$ cat config.mk
export PLATFORM = sky130hd
export DESIGN_NAME = vo_timing_ctrl
export DESIGN_NICKNAME = d
export VERILOG_FILES = /design/src/rtl/vo_timing_ctrl.sv
export SDC_FILE = /design/constraint.sdc
export NUM_CORES = 1
export LEC_CHECK = 0
export CAP_MARGIN = 20
export CORE_AREA = 2 2 171 173
export DETAILED_ROUTE_END_ITERATION = 16
export DIE_AREA = 0 0 173 175
export PLACE_DENSITY = 0.52
export SKIP_CTS_REPAIR_TIMING = 1
export SYNTH_ARGS = -nofsm -noshare
export SYNTH_HDL_FRONTEND = slang
export SYNTH_SLANG_ARGS = --single-unit
$ cat constraint.sdc
create_clock -name i_clk -period 8.35 [get_ports i_clk]
set_input_delay 1.2525 -clock i_clk [delete_from_list [all_inputs] [get_ports i_clk]]
set_output_delay 1.2525 -clock i_clk [all_outputs]
set_load 0.005 [all_outputs]
$ cat src/rtl/vo_timing_ctrl.sv
// Video-output timing controller: holds live and shadow H/V sync-generator limits,
// validates committed shadow sets, applies them on frame boundaries and gates both generators.
module vo_timing_ctrl #(
    parameter int unsigned H_ACTIVE     = 640,
    parameter int unsigned H_SYNC_START = 656,
    parameter int unsigned H_SYNC_END   = 752,
    parameter int unsigned H_BLANK      = 799,
    parameter int unsigned V_ACTIVE     = 480,
    parameter int unsigned V_SYNC_START = 490,
    parameter int unsigned V_SYNC_END   = 492,
    parameter int unsigned V_BLANK      = 524,
    parameter logic [1:0]  SYNC_POL     = 2'b00
) (
    input  logic        i_clk,
    input  logic        i_rst,
    input  logic        i_pix_en,
    input  logic        i_enable,
    input  logic        i_cfg_we,
    input  logic [3:0]  i_cfg_addr,
    input  logic [11:0] i_cfg_data,
    input  logic [11:0] i_h_cnt,
    input  logic [11:0] i_v_cnt,
    output logic        o_h_clk_en,
    output logic        o_v_clk_en,
    output logic [11:0] o_h_active,
    output logic [11:0] o_h_sync_start,
    output logic [11:0] o_h_sync_end,
    output logic [11:0] o_h_blank,
    output logic [11:0] o_v_active,
    output logic [11:0] o_v_sync_start,
    output logic [11:0] o_v_sync_end,
    output logic [11:0] o_v_blank,
    output logic        o_h_sync_pol,
    output logic        o_v_sync_pol,
    output logic        o_cfg_busy,
    output logic        o_cfg_err,
    output logic        o_locked,
    output logic        o_frame_start
);

    localparam int unsigned CW = 12;

    localparam logic [3:0] A_H_ACTIVE = 4'd0;
    localparam logic [3:0] A_H_SSTART = 4'd1;
    localparam logic [3:0] A_H_SEND   = 4'd2;
    localparam logic [3:0] A_H_BLANK  = 4'd3;
    localparam logic [3:0] A_V_ACTIVE = 4'd4;
    localparam logic [3:0] A_V_SSTART = 4'd5;
    localparam logic [3:0] A_V_SEND   = 4'd6;
    localparam logic [3:0] A_V_BLANK  = 4'd7;
    localparam logic [3:0] A_POL      = 4'd8;
    localparam logic [3:0] A_COMMIT   = 4'd15;

    typedef struct packed {
        logic [CW-1:0] active;
        logic [CW-1:0] sync_start;
        logic [CW-1:0] sync_end;
        logic [CW-1:0] blank;
    } axis_t;

    typedef enum logic [1:0] {
        ST_OFF,
        ST_ALIGN,
        ST_RUN
    } state_t;

    localparam axis_t H_RST = {CW'(H_ACTIVE), CW'(H_SYNC_START), CW'(H_SYNC_END), CW'(H_BLANK)};
    localparam axis_t V_RST = {CW'(V_ACTIVE), CW'(V_SYNC_START), CW'(V_SYNC_END), CW'(V_BLANK)};

    state_t     state;
    axis_t      sh_h, sh_v, lv_h, lv_v;
    logic [1:0] sh_pol, lv_pol;

    logic h_wrap, f_wrap, run_c, at_origin, cfg_ok, wr_c, apply_c;

    function automatic logic axis_ok(input axis_t a);
        return (a.active < a.sync_start) && (a.sync_start < a.sync_end) && (a.sync_end < a.blank);
    endfunction

    // Dropping i_enable freezes the generators in that very cycle, not one cycle later.
    always_comb begin
        run_c     = (state != ST_OFF) && i_enable;
        h_wrap    = i_pix_en && (i_h_cnt == lv_h.blank);
        f_wrap    = h_wrap && (i_v_cnt == lv_v.blank);
        at_origin = i_pix_en && (i_h_cnt == CW'(0)) && (i_v_cnt == CW'(0));
        cfg_ok    = axis_ok(sh_h) && axis_ok(sh_v);
        wr_c      = i_cfg_we && !o_cfg_busy;
        apply_c   = o_cfg_busy && ((state == ST_OFF) || (run_c && f_wrap));
    end

    assign o_h_clk_en = run_c && i_pix_en;
    assign o_v_clk_en = run_c && h_wrap;

    // Shadow writes, commit validation and frame-boundary apply.
    always_ff @(posedge i_clk or posedge i_rst) begin
        if (i_rst) begin
            sh_h       <= H_RST;
            sh_v       <= V_RST;
            sh_pol     <= SYNC_POL;
            lv_h       <= H_RST;
            lv_v       <= V_RST;
            lv_pol     <= SYNC_POL;
            o_cfg_busy <= 1'b0;
            o_cfg_err  <= 1'b0;
        end else begin
            if (wr_c) begin
                case (i_cfg_addr)
                    A_H_ACTIVE: sh_h.active     <= i_cfg_data;
                    A_H_SSTART: sh_h.sync_start <= i_cfg_data;
                    A_H_SEND:   sh_h.sync_end   <= i_cfg_data;
                    A_H_BLANK:  sh_h.blank      <= i_cfg_data;
                    A_V_ACTIVE: sh_v.active     <= i_cfg_data;
                    A_V_SSTART: sh_v.sync_start <= i_cfg_data;
                    A_V_SEND:   sh_v.sync_end   <= i_cfg_data;
                    A_V_BLANK:  sh_v.blank      <= i_cfg_data;
                    A_POL:      sh_pol          <= i_cfg_data[1:0];
                    A_COMMIT: begin
                        if (cfg_ok) begin
                            o_cfg_busy <= 1'b1;
                            o_cfg_err  <= 1'b0;
                        end else begin
                            o_cfg_err  <= 1'b1;
                        end
                    end
                    default: ;
                endcase
            end
            if (apply_c) begin
                lv_h       <= sh_h;
                lv_v       <= sh_v;
                lv_pol     <= sh_pol;
                o_cfg_busy <= 1'b0;
            end
        end
    end

    // Sequencer: OFF -> ALIGN waits for the generators to pass (0,0) -> RUN.
    always_ff @(posedge i_clk or posedge i_rst) begin
        if (i_rst) begin
            state         <= ST_OFF;
            o_locked      <= 1'b0;
            o_frame_start <= 1'b0;
        end else begin
            o_frame_start <= 1'b0;
            case (state)
                ST_OFF: begin
                    if (i_enable) state <= ST_ALIGN;
                end
                ST_ALIGN: begin
                    if (!i_enable) begin
                        state <= ST_OFF;
                    end else if (at_origin) begin
                        state         <= ST_RUN;
                        o_locked      <= 1'b1;
                        o_frame_start <= 1'b1;
                    end
                end
                ST_RUN: begin
                    if (!i_enable) begin
                        state    <= ST_OFF;
                        o_locked <= 1'b0;
                    end else if (f_wrap) begin
                        o_frame_start <= 1'b1;
                    end
                end
                default: begin
                    state    <= ST_OFF;
                    o_locked <= 1'b0;
                end
            endcase
        end
    end

    assign o_h_active     = lv_h.active;
    assign o_h_sync_start = lv_h.sync_start;
    assign o_h_sync_end   = lv_h.sync_end;
    assign o_h_blank      = lv_h.blank;
    assign o_v_active     = lv_v.active;
    assign o_v_sync_start = lv_v.sync_start;
    assign o_v_sync_end   = lv_v.sync_end;
    assign o_v_blank      = lv_v.blank;
    assign o_h_sync_pol   = lv_pol[0];
    assign o_v_sync_pol   = lv_pol[1];

endmodule

# Word level (Yosys, flattened, before mapping)
# Index checks and enable logic that the tools add are counted.
# classes
n_eq_ne	18
mux	19
n_bitwise	1
n_lt_le_gt_ge	6
reduce_logical	38
# op_table
operator	n
< comparator 12 bit	6
equality test 12 bit	2
zero test 12 bit	2
AND reduction 2 bit	10
equality test 4 x 3 -> 1 bit, second input constant	4
logical AND 1 bit	15
2-to-1 mux 1 bit	12
equality test 4 x 2 -> 1 bit, second input constant	2
equality test 4 bit, second input constant	2
2-to-1 mux 2 bit	4
!= test 2 bit, second input constant	4
nonzero test 2 bit	4
case mux 2 bit (3 select lines)	1
AND reduction 3 bit	2
equality test 4 x 1 -> 1 bit, second input constant	1
zero test 4 bit	1
AND reduction 4 bit	1
!= test 3 bit, second input constant	1
case mux 1 bit (3 select lines)	1
equality test 2 x 1 -> 1 bit, second input constant	1
equality test 2 bit, second input constant	1
zero test 2 bit	1
case mux 1 bit (2 select lines)	1
zero test 1 bit	1
other kinds (2)	2
# totals
elab_cells	105
regBits	202
in_bits	45
out_inout_bits	104

# Logic depth before layout (Yosys ltp)
# depth
word_depth	8
mapped_depth	7
depth_no_buf	7

# Worst setup path after synthesis
# Ideal clock, no wire load.
# synth_timing
kind	input to output
from	input port i_h_cnt[7]
to	output port o_v_clk_en
t_required_ns	7.098
arrival_time_ns	2.047
path_buffers	0
stages	4
setup_slack_ns	5.050
path_cell_list	xnor2_1 nand4_1 nor4_4 and3_1
# synth_between
elab_chain_len	3
# synth_rtl
item	line_no	text
start, declared	21	input logic [11:0] i_h_cnt,
equality test 12 bit	83	h_wrap = i_pix_en && (i_h_cnt == lv_h.blank);
logical AND 1 bit	83	
logical AND 1 bit	92	assign o_v_clk_en = run_c && h_wrap;
end, declared	24	output logic o_v_clk_en,
# Every way passes these cells.

# Final worst setup path
# Ends and elaborated chain as after synthesis.

==> impl_metrics.toml <==
[run_status]
status = "completed"

[floorplan]
pin_count = 149
die_w_um = 173
die-area_sq_um = 30300
die_y_um = 175
start_util = 0.344
row_count = 62
core_sq_um = 28400

[finish]
drive_gt1_frac = 0.304
area_growth_pct = 26.5
diodes = 0
fin_area_sq_um = 12400
fin_nets = 1037

[timing]
fin_tns_setup_ns = 0
fin_crit_ns = 4.44
setup_viol = 0
hold_viol = 0
fmax_mhz = 225
worst_slew_pin_slew_ns = 1.01
hold_slack_ns = 0.502
finClkSkew_ns = 0.0198
drv_slew = 0
slew_headroom = 0.328
rsz0062_at_grt = "no"
finalCritPeriodShare = 0.532

[worst_setup_path]
critPathArrivalTime_ns = 3.19
start_kind = "primary input"
regToRegEndpoint = "o_v_sync_start[0]"
cp_data_required_time_ns = 7.10
worstSetupPathType = "primary input to output pin"
critPathCaptureType = "output pin"
reg2reg_depth = 7
ff2ff_setup_slack_ns = 5.35
rr_startpoint = "o_v_blank[10]"
worstPathMaxFanout = 4

[grt]
antenna_found_initial = 0
grt_usage = 0.164
overflow = 0
grt_pass1_wl_um = 39000
grt_pass1_vias = 6501
grt_max_degree = 129

[cts]
cts-root-buf = "clkbuf_16"
htree_levels = 1
cts_max_path_buffers = 3
clk_latency_ns = 0.50
clk_pin_slew_ns = 0.06
cts_tree = "done"
cts_buffers = 23
cts_sinks = 202

[synth]
synth_edf_count = 0
synth_nets = 885
postSynthCellCount = 771
synth_seq_cells = 202
synth_area_per_cell_sq_um = 12.7
synthArstFlopShare = 1.00
yosysTopAreaCell = "dfrtp_1"
synthTopCellsByArea = "dfrtp_1 33%, dfstp_2 19%, mux2_2 18%, ha_1 8.8%, mux2_4 3.1%"
synth_flop_cell = "dfrtp_1"
synth_top_area_frac = 0.333
ys_types = 49
ys_warn_count = 0
syn_area_sq_um = 9780
synth-seq-area-share = 0.526

[worst_hold_path]
hp-class = "flop to flop"
holdPathStages = 1
holdPathEnd = "lv_pol[1]"
min_from = "lv_pol[1]"

[detailed_routing]
drt-total-wl_um = 24500
wl_per_cell_um = 18.6
drc = 0
via_per_inst = 4.77
dr_total_vias = 6305
firstDrtPassIters = 4
drtAntennaViolNets = 0
drt_iter0_drc = 312

[run]
drv_cap = 0

[place]
place_area_sq_um = 11700
numPortBuffers = 148
place.gp.congestion = 0.798
post-dp-hpwl_um = 17600

[power_and_ir_drop]
power.leakage_nw = 5.51
peakVddDrop_mv = 0.119
powerDensity_nw_per_um2 = 289
power by group:
part           leakage (nW)  switching (W)  total [W]  internal (W)
Combinational          2.77       0.000418    0.00106      0.000637
Clock                 0.344       0.000387   0.000959      0.000572
Sequential             2.40       0.000248    0.00156       0.00131
Total                  5.51        0.00105    0.00358       0.00252
how the worst max path moves through the flow:
stage,startpoint,to,slack (ns),cells past startpoint
CTS,i_h_cnt[7],o_v_clk_en,3.90,6
global placement,i_h_cnt[7],o_v_clk_en,3.94,6
global route,i_h_cnt[11],o_v_clk_en,3.81,6
floorplan,i_rst,lv_pol[0],1.71,1
finish,i_h_cnt[7],o_v_clk_en,3.91,6
detailed placement,i_h_cnt[7],o_v_clk_en,3.91,6
worst max-delay path, stage by stage:
cell             delay [ns]
clkdlybuf4s50_1        0.49
xnor2_1                0.12
nand4_1                0.17
nor4_4                 0.45
and3_1                 0.21
clkdlybuf4s50_1        0.49
flip-flops by register name (all words and copies together) (netlist names):
| register | cells |
|---|---|
| o_frame_start | 1 |
| o_locked | 1 |
| o_v_sync_end | 12 |
| o_h_sync_start | 12 |
| o_h_active | 12 |
| sh_h | 48 |
| sh_pol | 2 |
| o_v_sync_start | 12 |
| lv_pol | 2 |
| o_h_sync_end | 12 |
| o_cfg_busy | 1 |
| o_cfg_err | 1 |
| state | 2 |
| o_h_blank | 12 |
| o_v_active | 12 |
| sh_v | 48 |
| o_v_blank | 12 |
cell usage after synthesis, drive strengths merged, types with 4 or more instances:
library cell and number:
mux2 173, dfrtp 130, inv 73, dfstp 72, ha 69, nand2 44, o21ai 35, a21oi 20
xnor2 20, nor2 17, clkbuf 14, nand4 14, buf 10, nand3 9, nor3 8, nor4 8
a21o 5, and3 5, nor3b 5, xor2 4
through the flow:
stage	power (W)	std cells	setup WS [ns]	utilization
final	0.00358	1321	3.91	0.436
after detailed placement	0.00265	1282	3.91	0.411
after floorplan	0.00210	771	1.71	-
after CTS	0.00364	1321	3.90	0.436
after global placement	0.00264	1282	3.94	0.411
after global routing	0.00383	1321	3.81	0.436
per-layer routing:
| metal | track usage | part of all wire | up-vias |
|---|---|---|---|
| met5 | 0 | 0 | - |
| met2 | 0.240 | 0.42 | 131 |
| met3 | 0.0270 | 0.046 | 24 |
| li1 | - | - | 3029 |
| met1 | 0.253 | 0.52 | 3121 |
| met4 | 0.0328 | 0.013 | 0 |
placed cells by master, fill, tap and decap left out, drive strengths merged, types with 3 or more instances in the layout:
| cell | count |
|---|---|
| a211oi | 3 |
| clkbuf | 35 |
| nor2 | 17 |
| nand2 | 44 |
| nor4 | 8 |
| ha | 69 |
| a21oi | 20 |
| nor3b | 5 |
| xnor2 | 20 |
| o22ai | 3 |
| inv | 73 |
| nand4 | 14 |
| and3 | 5 |
| mux2 | 173 |
| xor2 | 4 |
| a21o | 5 |
| dfstp | 72 |
| o21ai | 35 |
| nor4b | 3 |
| nand3 | 9 |
| nor3 | 8 |
| clkdlybuf4s50 | 148 |
| buf | 3 |
| dfrtp | 130 |
layout make-up:
cell class / count / area [sq um]
multi-input cells: 472 / 4250
clock buffers: 35 / 661
fillers: 2701 / 16000
clock inverters: 4 / 47.5
well taps: 384 / 480
repair buffers: 151 / 1500
inverters: 73 / 282
flip-flops and latches: 202 / 5140
logic make-up after synthesis:
family          count (synthesis)  synth area share
simple gates                  122            0.0649
mux                           173             0.207
fa+ha+maj                      69            0.0883
buf+inv                        97            0.0400
compound gates                 84            0.0523
flops                         202             0.526
xor+xnor                       24            0.0215
(Power assumes the default switching activity.)
